==> src/rtl/display_scan_ctrl_pkg.sv <==
// Shared 7-segment code constants (active-high, gfedcba order) and the pin polarity helper.
package display_scan_ctrl_pkg;

    localparam logic [6:0] SEG_0   = 7'h3F;
    localparam logic [6:0] SEG_1   = 7'h06;
    localparam logic [6:0] SEG_2   = 7'h5B;
    localparam logic [6:0] SEG_3   = 7'h4F;
    localparam logic [6:0] SEG_4   = 7'h66;
    localparam logic [6:0] SEG_5   = 7'h6D;
    localparam logic [6:0] SEG_6   = 7'h7D;
    localparam logic [6:0] SEG_7   = 7'h07;
    localparam logic [6:0] SEG_8   = 7'h7F;
    localparam logic [6:0] SEG_9   = 7'h6F;
    localparam logic [6:0] SEG_A   = 7'h77;
    localparam logic [6:0] SEG_B   = 7'h7C;
    localparam logic [6:0] SEG_C   = 7'h39;
    localparam logic [6:0] SEG_D   = 7'h5E;
    localparam logic [6:0] SEG_E   = 7'h79;
    localparam logic [6:0] SEG_F   = 7'h71;
    localparam logic [6:0] SEG_OFF = 7'h00;

    // Map an active-high segment code onto the board pin polarity.
    function automatic logic [6:0] seg_pol(input logic [6:0] code_hi, input bit active_low);
        return active_low ? ~code_hi : code_hi;
    endfunction

endpackage

==> src/rtl/display_scan_ctrl_seg7_hex_decoder.sv <==
// Combinational nibble to active-high gfedcba segment code (0-9, A b C d E F).
module seg7_hex_decoder
    import display_scan_ctrl_pkg::*;
(
    input  logic [3:0] nibble_i,
    output logic [6:0] seg_c_o
);

    always_comb begin
        seg_c_o = SEG_OFF;
        case (nibble_i)
            4'h0: seg_c_o = SEG_0;
            4'h1: seg_c_o = SEG_1;
            4'h2: seg_c_o = SEG_2;
            4'h3: seg_c_o = SEG_3;
            4'h4: seg_c_o = SEG_4;
            4'h5: seg_c_o = SEG_5;
            4'h6: seg_c_o = SEG_6;
            4'h7: seg_c_o = SEG_7;
            4'h8: seg_c_o = SEG_8;
            4'h9: seg_c_o = SEG_9;
            4'hA: seg_c_o = SEG_A;
            4'hB: seg_c_o = SEG_B;
            4'hC: seg_c_o = SEG_C;
            4'hD: seg_c_o = SEG_D;
            4'hE: seg_c_o = SEG_E;
            4'hF: seg_c_o = SEG_F;
            default: seg_c_o = SEG_OFF;
        endcase
    end

endmodule

==> src/rtl/display_scan_ctrl.sv <==
// Time-multiplexed N-digit 7-segment scanner with prescaler, dead time,
// leading-zero blanking and a per-frame snapshot of the displayed value.
module display_scan_ctrl
    import display_scan_ctrl_pkg::*;
#(
    parameter int unsigned NUM_DIGITS     = 3,
    parameter int unsigned DIV            = 50000,
    parameter int unsigned BLANK_CYC      = 0,
    parameter bit          SEL_ACTIVE_LOW = 1'b1,
    parameter bit          SEG_ACTIVE_LOW = 1'b1
) (
    input  logic                      clk,
    input  logic                      rst_n,
    input  logic                      en,
    input  logic                      blank_lz,
    input  logic [4*NUM_DIGITS-1:0]   digits_in,
    input  logic [NUM_DIGITS-1:0]     dp_in,
    output logic [NUM_DIGITS-1:0]     dsel,
    output logic [6:0]                seg,
    output logic                      dp,
    output logic                      frame_start
);

    localparam int unsigned PW      = (DIV > 1) ? $clog2(DIV) : 1;
    localparam int unsigned IW      = (NUM_DIGITS > 1) ? $clog2(NUM_DIGITS) : 1;
    localparam int unsigned DW      = 4 * NUM_DIGITS;
    localparam int unsigned LAST_ON = DIV - 1 - BLANK_CYC;

    localparam logic [NUM_DIGITS-1:0] SEL_OFF  = {NUM_DIGITS{SEL_ACTIVE_LOW}};
    localparam logic [6:0]            SEG_IDLE = seg_pol(SEG_OFF, SEG_ACTIVE_LOW);
    localparam logic                  DP_IDLE  = SEG_ACTIVE_LOW;
    localparam logic [IW-1:0]         IDX_LAST = IW'(NUM_DIGITS - 1);

    logic [PW-1:0]         presc_q, presc_d;
    logic [IW-1:0]         idx_q, idx_d;
    logic                  live_q, live_d;
    logic [DW-1:0]         snap_q, snap_d;
    logic [NUM_DIGITS-1:0] dps_q, dps_d;
    logic [NUM_DIGITS-1:0] dsel_q, dsel_d;
    logic [6:0]            seg_q, seg_d;
    logic                  dp_q, dp_d;
    logic                  fs_q, fs_d;

    logic                  tick;
    logic                  load;
    logic                  zero_hi;
    logic                  lz_hit;
    logic                  dp_sel;
    logic [3:0]            nibble;
    logic [6:0]            seg_hi;

    // Prescaler, digit index and snapshot; live_q holds the display dark until the first tick.
    always_comb begin
        tick    = (presc_q == PW'(DIV - 1));
        presc_d = '0;
        idx_d   = IDX_LAST;
        live_d  = 1'b0;
        load    = 1'b0;
        snap_d  = snap_q;
        dps_d   = dps_q;
        if (en) begin
            presc_d = tick ? '0 : presc_q + PW'(1);
            live_d  = live_q | tick;
            if (tick) begin
                idx_d = (idx_q == IDX_LAST) ? '0 : idx_q + IW'(1);
            end else begin
                idx_d = idx_q;
            end
            load = tick && (idx_d == '0);
            if (load) begin
                snap_d = digits_in;
                dps_d  = dp_in;
            end
        end
    end

    // Select the next digit's nibble and find whether it and everything above it is zero.
    always_comb begin
        zero_hi = 1'b1;
        lz_hit  = 1'b0;
        dp_sel  = 1'b0;
        nibble  = 4'h0;
        for (int i = int'(NUM_DIGITS) - 1; i >= 0; i--) begin
            zero_hi = zero_hi & (snap_d[4*i +: 4] == 4'h0);
            if (idx_d == IW'(i)) begin
                nibble = snap_d[4*i +: 4];
                dp_sel = dps_d[i];
                lz_hit = zero_hi & (i != 0);
            end
        end
    end

    seg7_hex_decoder u_dec (
        .nibble_i (nibble),
        .seg_c_o  (seg_hi)
    );

    // Output stage evaluated on next-state values so pins change on the same edge as the slot.
    always_comb begin
        dsel_d = SEL_OFF;
        seg_d  = SEG_IDLE;
        dp_d   = DP_IDLE;
        fs_d   = load;
        if (live_d && (32'(presc_d) <= LAST_ON)) begin
            dsel_d = SEL_OFF ^ (NUM_DIGITS'(1) << idx_d);
            seg_d  = (blank_lz && lz_hit) ? SEG_IDLE : seg_pol(seg_hi, SEG_ACTIVE_LOW);
            dp_d   = dp_sel ^ SEG_ACTIVE_LOW;
        end
    end

    always_ff @(posedge clk) begin
        if (!rst_n) begin
            presc_q <= '0;
            idx_q   <= IDX_LAST;
            live_q  <= 1'b0;
            snap_q  <= '0;
            dps_q   <= '0;
            dsel_q  <= SEL_OFF;
            seg_q   <= SEG_IDLE;
            dp_q    <= DP_IDLE;
            fs_q    <= 1'b0;
        end else begin
            presc_q <= presc_d;
            idx_q   <= idx_d;
            live_q  <= live_d;
            snap_q  <= snap_d;
            dps_q   <= dps_d;
            dsel_q  <= dsel_d;
            seg_q   <= seg_d;
            dp_q    <= dp_d;
            fs_q    <= fs_d;
        end
    end

    assign dsel        = dsel_q;
    assign seg         = seg_q;
    assign dp          = dp_q;
    assign frame_start = fs_q;

endmodule
==> config.mk <==
export PLATFORM = sky130hd
export DESIGN_NAME = display_scan_ctrl
export DESIGN_NICKNAME = d
export VERILOG_FILES = /design/src/rtl/display_scan_ctrl_pkg.sv /design/src/rtl/display_scan_ctrl_seg7_hex_decoder.sv /design/src/rtl/display_scan_ctrl.sv
export SDC_FILE = /design/constraint.sdc
export NUM_CORES = 1
export LEC_CHECK = 0
export CORE_UTILIZATION = 40
export DETAILED_ROUTE_END_ITERATION = 7
export DONT_BUFFER_PORTS = 1
export SKIP_LAST_GASP = 1
export SLEW_MARGIN = 0
export SYNTH_ARGS = -nofsm -noshare
export SYNTH_HDL_FRONTEND = slang
export SYNTH_SLANG_ARGS = --single-unit
==> constraint.sdc <==
create_clock -name clk -period 3.1 [get_ports clk]
set_input_delay 0.62 -clock clk [delete_from_list [all_inputs] [get_ports clk]]
set_output_delay 0.62 -clock clk [all_outputs]
set_load 0.01 [all_outputs]
==> qor.yml <==
run_status: "finished, final reports clean"
cts-root-to-sink-buffers: 2
area.growth.synth_to_final_pct: 3.91
critical_path.cell_chain: "ha_2 > and3_2 > and4_2 > a211oi_1 > a31oi_1 > a22o_1 > inv_1 > ha_1 > inv_1 > mux2i_1 > mux2i_1 > nand2b_1"
yosys.cell_types.count: 54
synth_top_flop_cell: "dfxtp_1"
skew_ps: 7.37
share_of_layout_cells_above_drive_strength_1_pct: 7.05
routed-via-count: 2242
timing.critical_path.required_ps: 3280
cts_made_buffers: 5
die_area_mm2: 0.00696
relSlewSlack_pct: 54.2
power.static_leakage_nw: 0.929
power_report.internal_total_w: 0.000750
synth_area_leaders: "dfxtp_1 (35%), nand2_1 (8.2%), a21boi_0 (4.5%)"
post-place-cells: 382
p_sw_share_pct: 21.7
finalWorstPathRequiredPeriod_ps: 2790
post-cts-setup-buffer-count: 0
critPathArrivalTime_ps: 2970
io_buf_count: 0
clock_sinks: 46
placementRows: 29
worstMarginPinSlew_ps: 686
die_x_um: 83.5
post-route-period-util_pct: 89.9
synth_top_cell_area_share_pct: 34.7
die_y_um: 83.5
drt-wirelength-per-cell_um: 15.4
synth_fp_nets: 346
drt_first_pass_iters: 4
p_switching_w: 0.000207
place_hpwl_mm: 4.34
syn-instance-count: 320
min_path_type: "input port to flop"
timing.critical_path.max_delay_family: "simple AND/OR/NAND/NOR gates"
crit_path_start_kind: "flop"
drt-total-wl_mm: 6.00
grt_usage_pct: 18.2
rsz0062_at_grt: "false"
hold_viol_final: 0
io_pins: 31
critical_path_end_type: "flop"
ys_ff_latch: 46
crit_type: "flop to flop"
number_of_nets_in_the_layout: 338
clk-insertion-delay-late_ps: 300
count_of_flip_flops_with_a_built_in_enable_after_synthesis: 0
floorplan.initialDensity_pct: 41.6
maxCapViolCount: 0
crit_fanout: 11
path_buf_inv: 2
cts_tree: "yes"
global_route_wire_length_before_repair_mm: 10.3
cellPowerDensity_mw_per_mm2: 347
ant_nets: 0
finalSetupViolCount: 0
drtIter0Drc: 92
synth_sequential_area_ratio_pct: 34.7
ir_drop_mv: 0.167
core_region_area_mm2: 0.00639
power.share.combinational_pct: 1.5
globalplace.congestion: 0.886
first_global_vias: 1994
clkPwrFrac_pct: 36.6
synth_area_leader_cell: "dfxtp_1"
max_stage_delay_ps: 380
htreeDepth: 2
overflow: 0
fin_cells: 389
asyncSetResetFlopFracSynth_pct: 0
syn-mean-instance-area_um2: 8.29
timing.setup.tns_ps: 0
drc: 0
clk_transition_reported_paths_ps: 80
seq_power_share_pct: 61.9
yosys_warnings: 0
detail_route.vias_per_cell: 5.76
layout.filler_cells: 639
timing.critical_path.slowest_stage_cell: "dfxtp_1"
timing.fmax_mhz: 359
initial_antenna_violation_count: 0
count_of_final_max_slew_check_failures: 0
num_antenna_cells: 0
root_buffer_cell: "clkbuf_8"
mappedNetlistArea_mm2: 0.00265
grt_start_max_net_pins: 23
## cell type report
class / count / area (µm²) / area share [%]
tap: 77 / 96.3 / 3.49
sequential: 46 / 921 / 33.4
clock inverter: 2 / 10.0 / 0.363
inverter: 11 / 41.3 / 1.50
timing repair buffer: 6 / 45.0 / 1.63
multi-input combinational: 242 / 1580 / 57.1
clock buffer: 5 / 68.8 / 2.50
## cell usage after synthesis (5+ instances only)
master     n
a21boi_0  16
a21oi_1    6
clkbuf_1  10
dfxtp_1   46
ha_1       7
inv_1     11
mux2i_1    9
nand2_1   58
nand2b_1   8
nand3_1   16
nand4_1    6
nor2_1    23
nor3_1     7
nor4_1     6
o21ai_0    8
o221ai_1   5
xnor2_1   10
xor2_1     5
## power groups by stage
stage / clock [W] / combinational (W) / sequential (W)
after CTS: 0.000367 / 0.0000141 / 0.000593
after global routing: 0.000392 / 0.0000157 / 0.000593
final: 0.000350 / 0.0000142 / 0.000593
after floorplan: 0 / 0.0000167 / 0.000606
after detailed placement: 0 / 0.0000140 / 0.000607
after global placement: 0 / 0.0000140 / 0.000606
## cell usage in the layout (no fill, tap or decap), drive strengths merged, types with 2 or more instances in the layout
| cell | n |
|---|---|
| clkbuf | 5 |
| a211oi | 3 |
| xnor2 | 10 |
| and4 | 4 |
| a32o | 2 |
| nand2 | 58 |
| and3 | 4 |
| nand2b | 8 |
| o21ai | 10 |
| a22o | 3 |
| a21o | 4 |
| a21oi | 6 |
| o221ai | 5 |
| buf | 6 |
| nand4 | 6 |
| xor2 | 5 |
| ha | 7 |
| nor4b | 2 |
| nor2b | 2 |
| a31oi | 2 |
| clkinv | 2 |
| a41oi | 2 |
| nor4 | 8 |
| dfxtp | 46 |
| inv | 11 |
| mux2i | 9 |
| nand3 | 16 |
| nor3b | 2 |
| nand3b | 2 |
| o211ai | 2 |
| nor3 | 7 |
| nor2 | 23 |
| a21boi | 17 |
## worst register-to-register path: stages (launching register included)
cell	delay, ps
dfxtp_1	380
ha_2	280
and3_2	280
and4_2	370
a211oi_1	100
a31oi_1	160
a22o_1	280
inv_1	130
ha_1	290
inv_1	50
mux2i_1	130
mux2i_1	90
nand2b_1	140
## metrics by stage
step                util, %  worst slack (ps)  area, µm²  hold slack [ps]  power (W)
floorplan                 -               375       2650              430   0.000623
global placement       41.9               295       2670              444   0.000620
detailed placement     41.9               151       2670              457   0.000621
CTS                    43.1               129       2750              389   0.000974
global route           43.2              63.9       2760              395    0.00100
finish                 43.2               315       2760              397   0.000957
## worst paths after layout
| check | from | slack (ps) | to | cells after the start |
|---|---|---|---|---|
| worst min-delay path | en | 400 | idx_q[1] | 1 |
| worst min register to register | dps_q[0] | 470 | dps_q[0] | 2 |
| worst max-delay path | presc_q[0] | 310 | seg[3] | 12 |
| worst max register to register | presc_q[0] | 310 | seg[3] | 12 |
## layer usage
metal	share of wire [%]	track usage (%)
met1	52	27.2
met2	41	25.9
met3	5.8	4.15
met4	1.1	5.39
met5	0	0
## sequential cells by signal, indices dropped and copies added (netlist names)
| name | flops |
|---|---|
| dp | 1 |
| dps_q | 3 |
| dsel | 3 |
| frame_start | 1 |
| idx_q | 2 |
| live_q | 1 |
| presc_q | 16 |
| seg | 7 |
| snap_q | 12 |
## timing repair
action                     CTS  global route
hold buffers                 0             0
gates resized for setup      0             3
setup endpoints to repair    0             7
## kinds of logic (layout without fill, tap and decap cells)
group,count (synthesis),count (layout),share of synthesized area (%)
AND/OR/NAND/NOR,144,144,27.4
AO/OA/AOI/OAI,66,66,19.8
flip-flops,46,46,34.7
buffers and inverters,32,24,6.13
XOR/XNOR,15,15,4.95
multiplexers,9,9,3.39
adder cells (fa/ha/maj),8,8,3.68
No activity file was read; power rests on OpenSTA's default activity.
